$ cat src/rtl/cordic_pkg.sv
// Shared types and constants for the CORDIC request scheduler.
// Latency: n/a (types only).
// Backpressure: n/a.
package cordic_pkg;

  localparam int CORDIC_LAT_DEF = 16;
  localparam int DATA_W         = 32;
  // Widest tag id needed for the largest supported requester count (8).
  localparam int TAG_ID_W       = 3;

  typedef struct packed {
    logic                valid;
    logic [TAG_ID_W-1:0] id;
  } tag_t;

  typedef enum logic [1:0] {
    ST_RUN,
    ST_DRAIN,
    ST_DONE
  } state_e;

endpackage

$ cat src/rtl/cordic_tag_pipe.sv
// Tag shift register following each issued angle through the core, plus busy flag.
// Latency: DEPTH cycles from i_vld/i_id to o_tail.
// Backpressure: none; advances every cycle and never stalls.
module cordic_tag_pipe
  import cordic_pkg::*;
#(
  parameter int DEPTH = 17,
  parameter int ID_W  = 2
) (
  input  logic            clock,
  input  logic            reset,
  input  logic            i_vld,
  input  logic [ID_W-1:0] i_id,
  output tag_t            o_tail,
  output logic            o_busy
);

  tag_t r_pipe [DEPTH];

  // Shift every cycle; reset drops every tag so stale core data is never claimed.
  always_ff @(posedge clock) begin
    if (reset) begin
      for (int s = 0; s < DEPTH; s++) r_pipe[s] <= '0;
    end else begin
      r_pipe[0] <= '{valid: i_vld, id: TAG_ID_W'(i_id)};
      for (int s = 1; s < DEPTH; s++) r_pipe[s] <= r_pipe[s-1];
    end
  end

  assign o_tail = r_pipe[DEPTH-1];

  // Busy while any stage still carries an in-flight tag.
  always_comb begin
    o_busy = 1'b0;
    for (int s = 0; s < DEPTH; s++) o_busy = o_busy | r_pipe[s].valid;
  end

endmodule

$ cat src/rtl/cordic_req_scheduler.sv
// Round-robin scheduler sharing one pipelined CORDIC cosine core among NREQ requesters.
// Latency: grant -> cordic_angle next edge; matching response CORDIC_LAT cycles later, issue order.
// Backpressure: one grant per cycle via req_ready; responses cannot stall. CORDIC_SCHED_STATS_EN adds issue_cnt.
module cordic_req_scheduler
  import cordic_pkg::*;
#(
  parameter int NREQ       = 4,
  parameter int CORDIC_LAT = CORDIC_LAT_DEF
) (
  input  logic                       clock,
  input  logic                       reset,
  input  logic [NREQ-1:0]            req_valid,
  input  logic [NREQ*DATA_W-1:0]     req_angle,
  output logic [NREQ-1:0]            req_ready,
  output logic [DATA_W-1:0]          cordic_angle,
  input  logic [DATA_W-1:0]          cordic_cos,
  output logic [NREQ-1:0]            resp_valid,
  output logic [DATA_W-1:0]          resp_data,
  output logic [$clog2(NREQ)-1:0]    resp_id,
  input  logic                       flush,
  output logic                       flush_done,
  output logic                       busy
`ifdef CORDIC_SCHED_STATS_EN
  ,
  output logic [NREQ*16-1:0]         issue_cnt
`endif
);

  localparam int ID_W = $clog2(NREQ);

  state_e          r_state;
  state_e          w_state_nxt;
  logic [ID_W-1:0] r_rr_ptr;
  logic            w_issue_en;
  logic            w_gnt_vld;
  logic [ID_W-1:0] w_gnt_idx;
  logic [ID_W:0]   w_scan;
  logic            w_hs;
  tag_t            w_tail;

  // Round-robin search: first valid requester at or after r_rr_ptr, wrapping at NREQ.
  always_comb begin
    w_gnt_vld = 1'b0;
    w_gnt_idx = '0;
    w_scan    = '0;
    for (int k = 0; k < NREQ; k++) begin
      w_scan = {1'b0, r_rr_ptr} + (ID_W+1)'(k);
      if (w_scan >= (ID_W+1)'(NREQ)) w_scan = w_scan - (ID_W+1)'(NREQ);
      if (!w_gnt_vld && req_valid[w_scan[ID_W-1:0]]) begin
        w_gnt_vld = 1'b1;
        w_gnt_idx = w_scan[ID_W-1:0];
      end
    end
  end

  // Flush FSM next state and outputs; flush in RUN blocks the grant in that same cycle.
  always_comb begin
    w_state_nxt = r_state;
    w_issue_en  = 1'b0;
    flush_done  = 1'b0;
    case (r_state)
      ST_RUN: begin
        if (flush) w_state_nxt = ST_DRAIN;
        else       w_issue_en  = 1'b1;
      end
      ST_DRAIN: begin
        if (!busy) w_state_nxt = ST_DONE;
      end
      ST_DONE: begin
        flush_done = 1'b1;
        if (!flush) w_state_nxt = ST_RUN;
      end
      default: w_state_nxt = ST_RUN;
    endcase
  end

  assign w_hs = w_gnt_vld & w_issue_en & ~reset;

  // One-hot ready for the granted requester; the grant only goes to a valid one.
  always_comb begin
    req_ready = '0;
    if (w_hs) req_ready[w_gnt_idx] = 1'b1;
  end

  // State, rotation pointer and core input register.
  always_ff @(posedge clock) begin
    if (reset) begin
      r_state      <= ST_RUN;
      r_rr_ptr     <= '0;
      cordic_angle <= '0;
    end else begin
      r_state <= w_state_nxt;
      if (w_hs) begin
        cordic_angle <= req_angle[int'(w_gnt_idx)*DATA_W +: DATA_W];
        r_rr_ptr     <= (w_gnt_idx == ID_W'(NREQ-1)) ? '0 : w_gnt_idx + 1'b1;
      end else begin
        cordic_angle <= '0;
      end
    end
  end

  // Stage 0 sits beside cordic_angle; CORDIC_LAT more stages line up with the core output.
  cordic_tag_pipe #(
    .DEPTH (CORDIC_LAT + 1),
    .ID_W  (ID_W)
  ) u_tag_pipe (
    .clock  (clock),
    .reset  (reset),
    .i_vld  (w_hs),
    .i_id   (w_gnt_idx),
    .o_tail (w_tail),
    .o_busy (busy)
  );

  // Route the core result to the owner recorded in the tail tag.
  always_comb begin
    resp_valid = '0;
    for (int k = 0; k < NREQ; k++) begin
      resp_valid[k] = w_tail.valid && (w_tail.id == TAG_ID_W'(k));
    end
  end

  assign resp_id   = w_tail.id[ID_W-1:0];
  assign resp_data = cordic_cos;

`ifdef CORDIC_SCHED_STATS_EN
  logic [15:0] r_cnt [NREQ];

  // Per-requester handshake counters, saturating at all-ones.
  always_ff @(posedge clock) begin
    if (reset) begin
      for (int k = 0; k < NREQ; k++) r_cnt[k] <= '0;
    end else if (w_hs && (r_cnt[w_gnt_idx] != 16'hFFFF)) begin
      r_cnt[w_gnt_idx] <= r_cnt[w_gnt_idx] + 16'd1;
    end
  end

  // Flatten counters onto the output bus, requester k at bits [16k+15:16k].
  always_comb begin
    issue_cnt = '0;
    for (int k = 0; k < NREQ; k++) issue_cnt[16*k +: 16] = r_cnt[k];
  end
`endif

endmodule

$ cat config.mk
export PLATFORM = sky130hd
export DESIGN_NAME = cordic_req_scheduler
export DESIGN_NICKNAME = d
export VERILOG_FILES = /design/src/rtl/cordic_pkg.sv /design/src/rtl/cordic_tag_pipe.sv /design/src/rtl/cordic_req_scheduler.sv
export SDC_FILE = /design/constraint.sdc
export NUM_CORES = 1
export LEC_CHECK = 0
export CAP_MARGIN = 20
export CORE_MARGIN = 2
export CORE_UTILIZATION = 37
export CTS_BUF_LIST = sky130_fd_sc_hd__clkbuf_4
export CTS_CLUSTER_DIAMETER = 80
export DETAILED_ROUTE_END_ITERATION = 10
export GPL_ROUTABILITY_DRIVEN = 0
export PLACE_DENSITY = 0.83
export SYNTH_ARGS = -nofsm -noshare
export SYNTH_HDL_FRONTEND = slang
export SYNTH_SLANG_ARGS = --single-unit
export TNS_END_PERCENT = 20
$ cat constraint.sdc
create_clock -name clock -period 2.9 [get_ports clock]
set_clock_uncertainty 0.1 [all_clocks]
set_input_delay 0.29 -clock clock [delete_from_list [all_inputs] [get_ports clock]]
set_output_delay 0.29 -clock clock [all_outputs]
set_load 0.01 [all_outputs]
==> impl_summary.log <==
INFO  metric grt_setup_unrepaired = false
INFO  metric detail_route.wirelength.met1 = 3512 microns
INFO  metric yosys-top-cells-count = sky130_fd_sc_hd__dfxtp_1 (87), sky130_fd_sc_hd__mux2i_1 (65), sky130_fd_sc_hd__nor2b_1 (50)
INFO  metric max_freq = ~360 MHz
INFO  metric worst_skew_pair.late_latency = approximately 410 ps
INFO  metric synth_sequential_area_ratio = 47.43%
INFO  metric postLayoutCoreUtil = around 55%
INFO  metric route.detailed.vias_per_inst = between 4 and 5
INFO  metric p_comb_share = approximately 25%
INFO  metric p_int = approximately 0.0018 W
INFO  metric tritoncts = done
INFO  metric yosys.cell_count.top_type = sky130_fd_sc_hd__dfxtp_1
INFO  metric top_metal_layer_carrying_routed_signals = met4
INFO  metric clock-sinks = between 80 and 90
INFO  metric outcome = completed
INFO  metric tightestPinTransition = 520.7 ps
INFO  metric dr_total_vias = roughly 2900
INFO  metric totalWireLength = about 9000 microns
INFO  metric timing.final.max_slew_violations = 0
INFO  metric die_w = just over 100 microns
INFO  metric synth_cells = around 340
INFO  metric detail_route.wl_per_cell = roughly 15 microns
INFO  metric peakVddDrop = 0.3329 mV
INFO  metric detailedPlacementHpwl = just under 7000 microns
INFO  metric drive_gt1_share = between 6 and 7%
INFO  metric antenna_violations_before_repair = 0
INFO  metric class_of_the_tightest_hold_or_removal_check = reg2reg
INFO  metric initial_cell_density_of_the_core = a little under two fifths
INFO  metric finish.net_count = between 600 and 700
INFO  metric ioPinCount = ~240
INFO  metric synthesized_area_per_cell = about 11 sq um
INFO  metric path_cells = clkdlybuf4s50_1 -> nand2b_1 -> a21oi_1 -> a211o_2 -> inv_2 -> ha_1 -> and2_1 -> clkdlybuf4s50_1
INFO  metric power_leakage = 2.046 nW
INFO  metric cp_max_fo = 5
INFO  metric final-instance-count-excl-fill = roughly 610
INFO  metric max_stage_delay = 570 ps
INFO  metric yosys.area.top_type = sky130_fd_sc_hd__dfxtp_1
INFO  metric detail_route.iter0.violations = 67
INFO  metric critical_path_sink_type = output port
INFO  metric switching_share = 27.37%
INFO  metric design.core.area = approximately 0.0097 sq mm
INFO  metric clock_power_share = around a quarter
INFO  metric cp_data_required_time = 2510 ps
INFO  metric net_switching_component_of_the_power = a little under 0.0007 W
INFO  metric seqPwrFrac = between 50% and 60%
INFO  metric slowest_stage = sky130_fd_sc_hd__clkdlybuf4s50_1
INFO  metric asyncSetResetFlopFracSynth = 0%
INFO  metric synth.top_cell.area_share = roughly 47%
INFO  metric cts_max_path_buffers = 2
INFO  metric most_used_cell_cp = sky130_fd_sc_hd__clkdlybuf4s50_1
INFO  metric synthFlopType = sky130_fd_sc_hd__dfxtp_1
INFO  metric wl_met3 = 770 microns
INFO  metric slew_headroom = about two thirds
INFO  metric syn-cell-area = around 0.0037 sq mm
INFO  metric area_growth_syn_to_layout = 46.00%
INFO  metric synth_fp_nets = ~510
INFO  metric ctsRootBufferMaster = sky130_fd_sc_hd__clkbuf_4
INFO  metric htreeDepth = 3
INFO  metric setup-tns-final = 0 ps
INFO  metric grtUsageTotal = 16.59%
INFO  metric cts.repair_timing.setup_buffer_count = 0
INFO  metric path_class = in2out
INFO  metric crit_path_start_kind = primary input
INFO  metric detailedRoute.firstPassIterationCount = 4
INFO  metric via_count_of_the_first_global_routing_pass = ~3000
INFO  metric cts_buffer_count = 9
INFO  metric number_of_diodes = 0
INFO  metric yosys_warning_total = 0
INFO  metric die-area = roughly 0.011 sq mm
INFO  metric placed_cells = just under 600
INFO  metric crit_share_post_route = 95.46%
INFO  metric chipHeight = between 100 and 150 microns
INFO  metric grt_overflow = 0
INFO  metric route.antenna.remaining_nets = 0
INFO  metric min_period = ~2800 ps
INFO  metric port_buffers = between 150 and 200
INFO  metric ys_top_cells_by_area = sky130_fd_sc_hd__dfxtp_1 (47%), sky130_fd_sc_hd__mux2i_1 (18%), sky130_fd_sc_hd__nor2b_1 (8.5%)
INFO  metric arrival = around 2400 ps
INFO  metric post-layout-total-power = 0.002536 W
INFO  metric power_dens_cells = 473.0 mW/mm^2
INFO  metric setup_viol_count_final = 0
INFO  metric synth_enable_flop_cells = 0
INFO  metric drv_cap = 0
INFO  metric fp_rows = 36
INFO  metric path_clk_slew = between 100 and 150 ps
INFO  metric routed-wl-met2 = approximately 4500 microns
INFO  metric grt_first_pass_wirelength = around 14000 microns
INFO  metric ff_latch_count_synth = 87
INFO  metric hold_viol_final = 0
INFO  metric largest_net_degree_at_the_start_of_global_routing = 65
INFO  metric drc = 0
INFO  metric synth_cell_type_count = 34
-- layout make-up --
type,instances,area (sq um)
Inverter,5,18.77
Clock inverter,6,51.30
Sequential cell,87,1743
Tap cell,133,166.4
Timing Repair Buffer,182,1837
Clock buffer,10,75.07
Fill cell,869,4323
Multi-Input combinational cell,190,1470
-- logic make-up (layout without fill, tap and decap cells) --
family	Yosys count	count (layout)	synth area share, %
AO/OA/AOI/OAI	43	43	7.700
multiplexers	65	65	17.72
buffers and inverters	59	203	12.78
flip-flops	87	87	47.43
adder cells (fa/ha/maj)	4	4	1.363
AND/OR/NAND/NOR	78	78	13.02
-- flip-flops by register name, indices dropped and copies added (netlist names) --
signal / count
r_rr_ptr: 2
u_tag_pipe.r_pipe: 51
r_state: 2
cordic_angle: 32
-- path summary, 6_finish.rpt --
check / startpoint / endpoint / slack (ps) / cells after the start
hold reg to reg: u_tag_pipe.r_pipe[11][1] / u_tag_pipe.r_pipe[12][1] / 350 / 1
hold / removal: u_tag_pipe.r_pipe[11][1] / u_tag_pipe.r_pipe[12][1] / 350 / 1
setup reg to reg: r_rr_ptr[1] / cordic_angle[17] / 780 / 6
setup / recovery: req_valid[1] / req_ready[3] / 130 / 8
-- metal layers --
metal  vias up  track usage, %
li1       1403               -
met4         0           5.598
met5         -               0
met2       121           29.38
met1      1316           17.41
met3        12           7.615
-- critical path, delay by kind of cell --
family | cells | cell delay (ps)
AO/OA/AOI/OAI | 2 | 440
AND/OR/NAND/NOR | 2 | 260
adder cells (fa/ha/maj) | 1 | 160
buffers and inverters | 3 | 1220
-- cell usage in the layout, fill, tap and decap left out, drive strengths merged, types with 2 or more instances in the layout --
cell | synthesis | final
clkdlybuf4s50 | 0 | 178
nand2 | 4 | 4
ha | 4 | 4
mux2i | 65 | 65
clkinv | 0 | 2
nand2b | 3 | 3
nor2 | 6 | 6
inv | 5 | 8
buf | 44 | 4
and2 | 4 | 4
nor4 | 4 | 4
clkbuf | 10 | 10
a21oi | 4 | 4
dfxtp | 87 | 87
o22ai | 33 | 33
nor2b | 50 | 50
-- per-stage QoR --
step	setup WS (ps)	hold slack (ps)	instance area [sq um]
2_1_floorplan	781.8	313.8	3672
3_3_place_gp	203.3	320.5	5234
3_5_place_dp	130.0	322.3	5234
4_1_cts	85.77	341.1	5360
5_1_grt	37.61	332.0	5361
6_report	131.7	347.6	5361
-- power by group through the flow --
stage               Combinational (W)  Sequential, W  Clock (W)
finish                       0.000643        0.00128   0.000618
global route                 0.000691        0.00128   0.000693
CTS                          0.000654        0.00128   0.000645
detailed placement           0.000650        0.00130          0
global placement             0.000642        0.00130          0
floorplan                    0.000390        0.00132          0
-- timing repair --
item                                    in CTS  in global routing
endpoints found under the setup margin       0                  1
resized for setup                            0                  1
hold buffers                                 0                  0
Note: power is estimated with default switching activity, not from simulation.
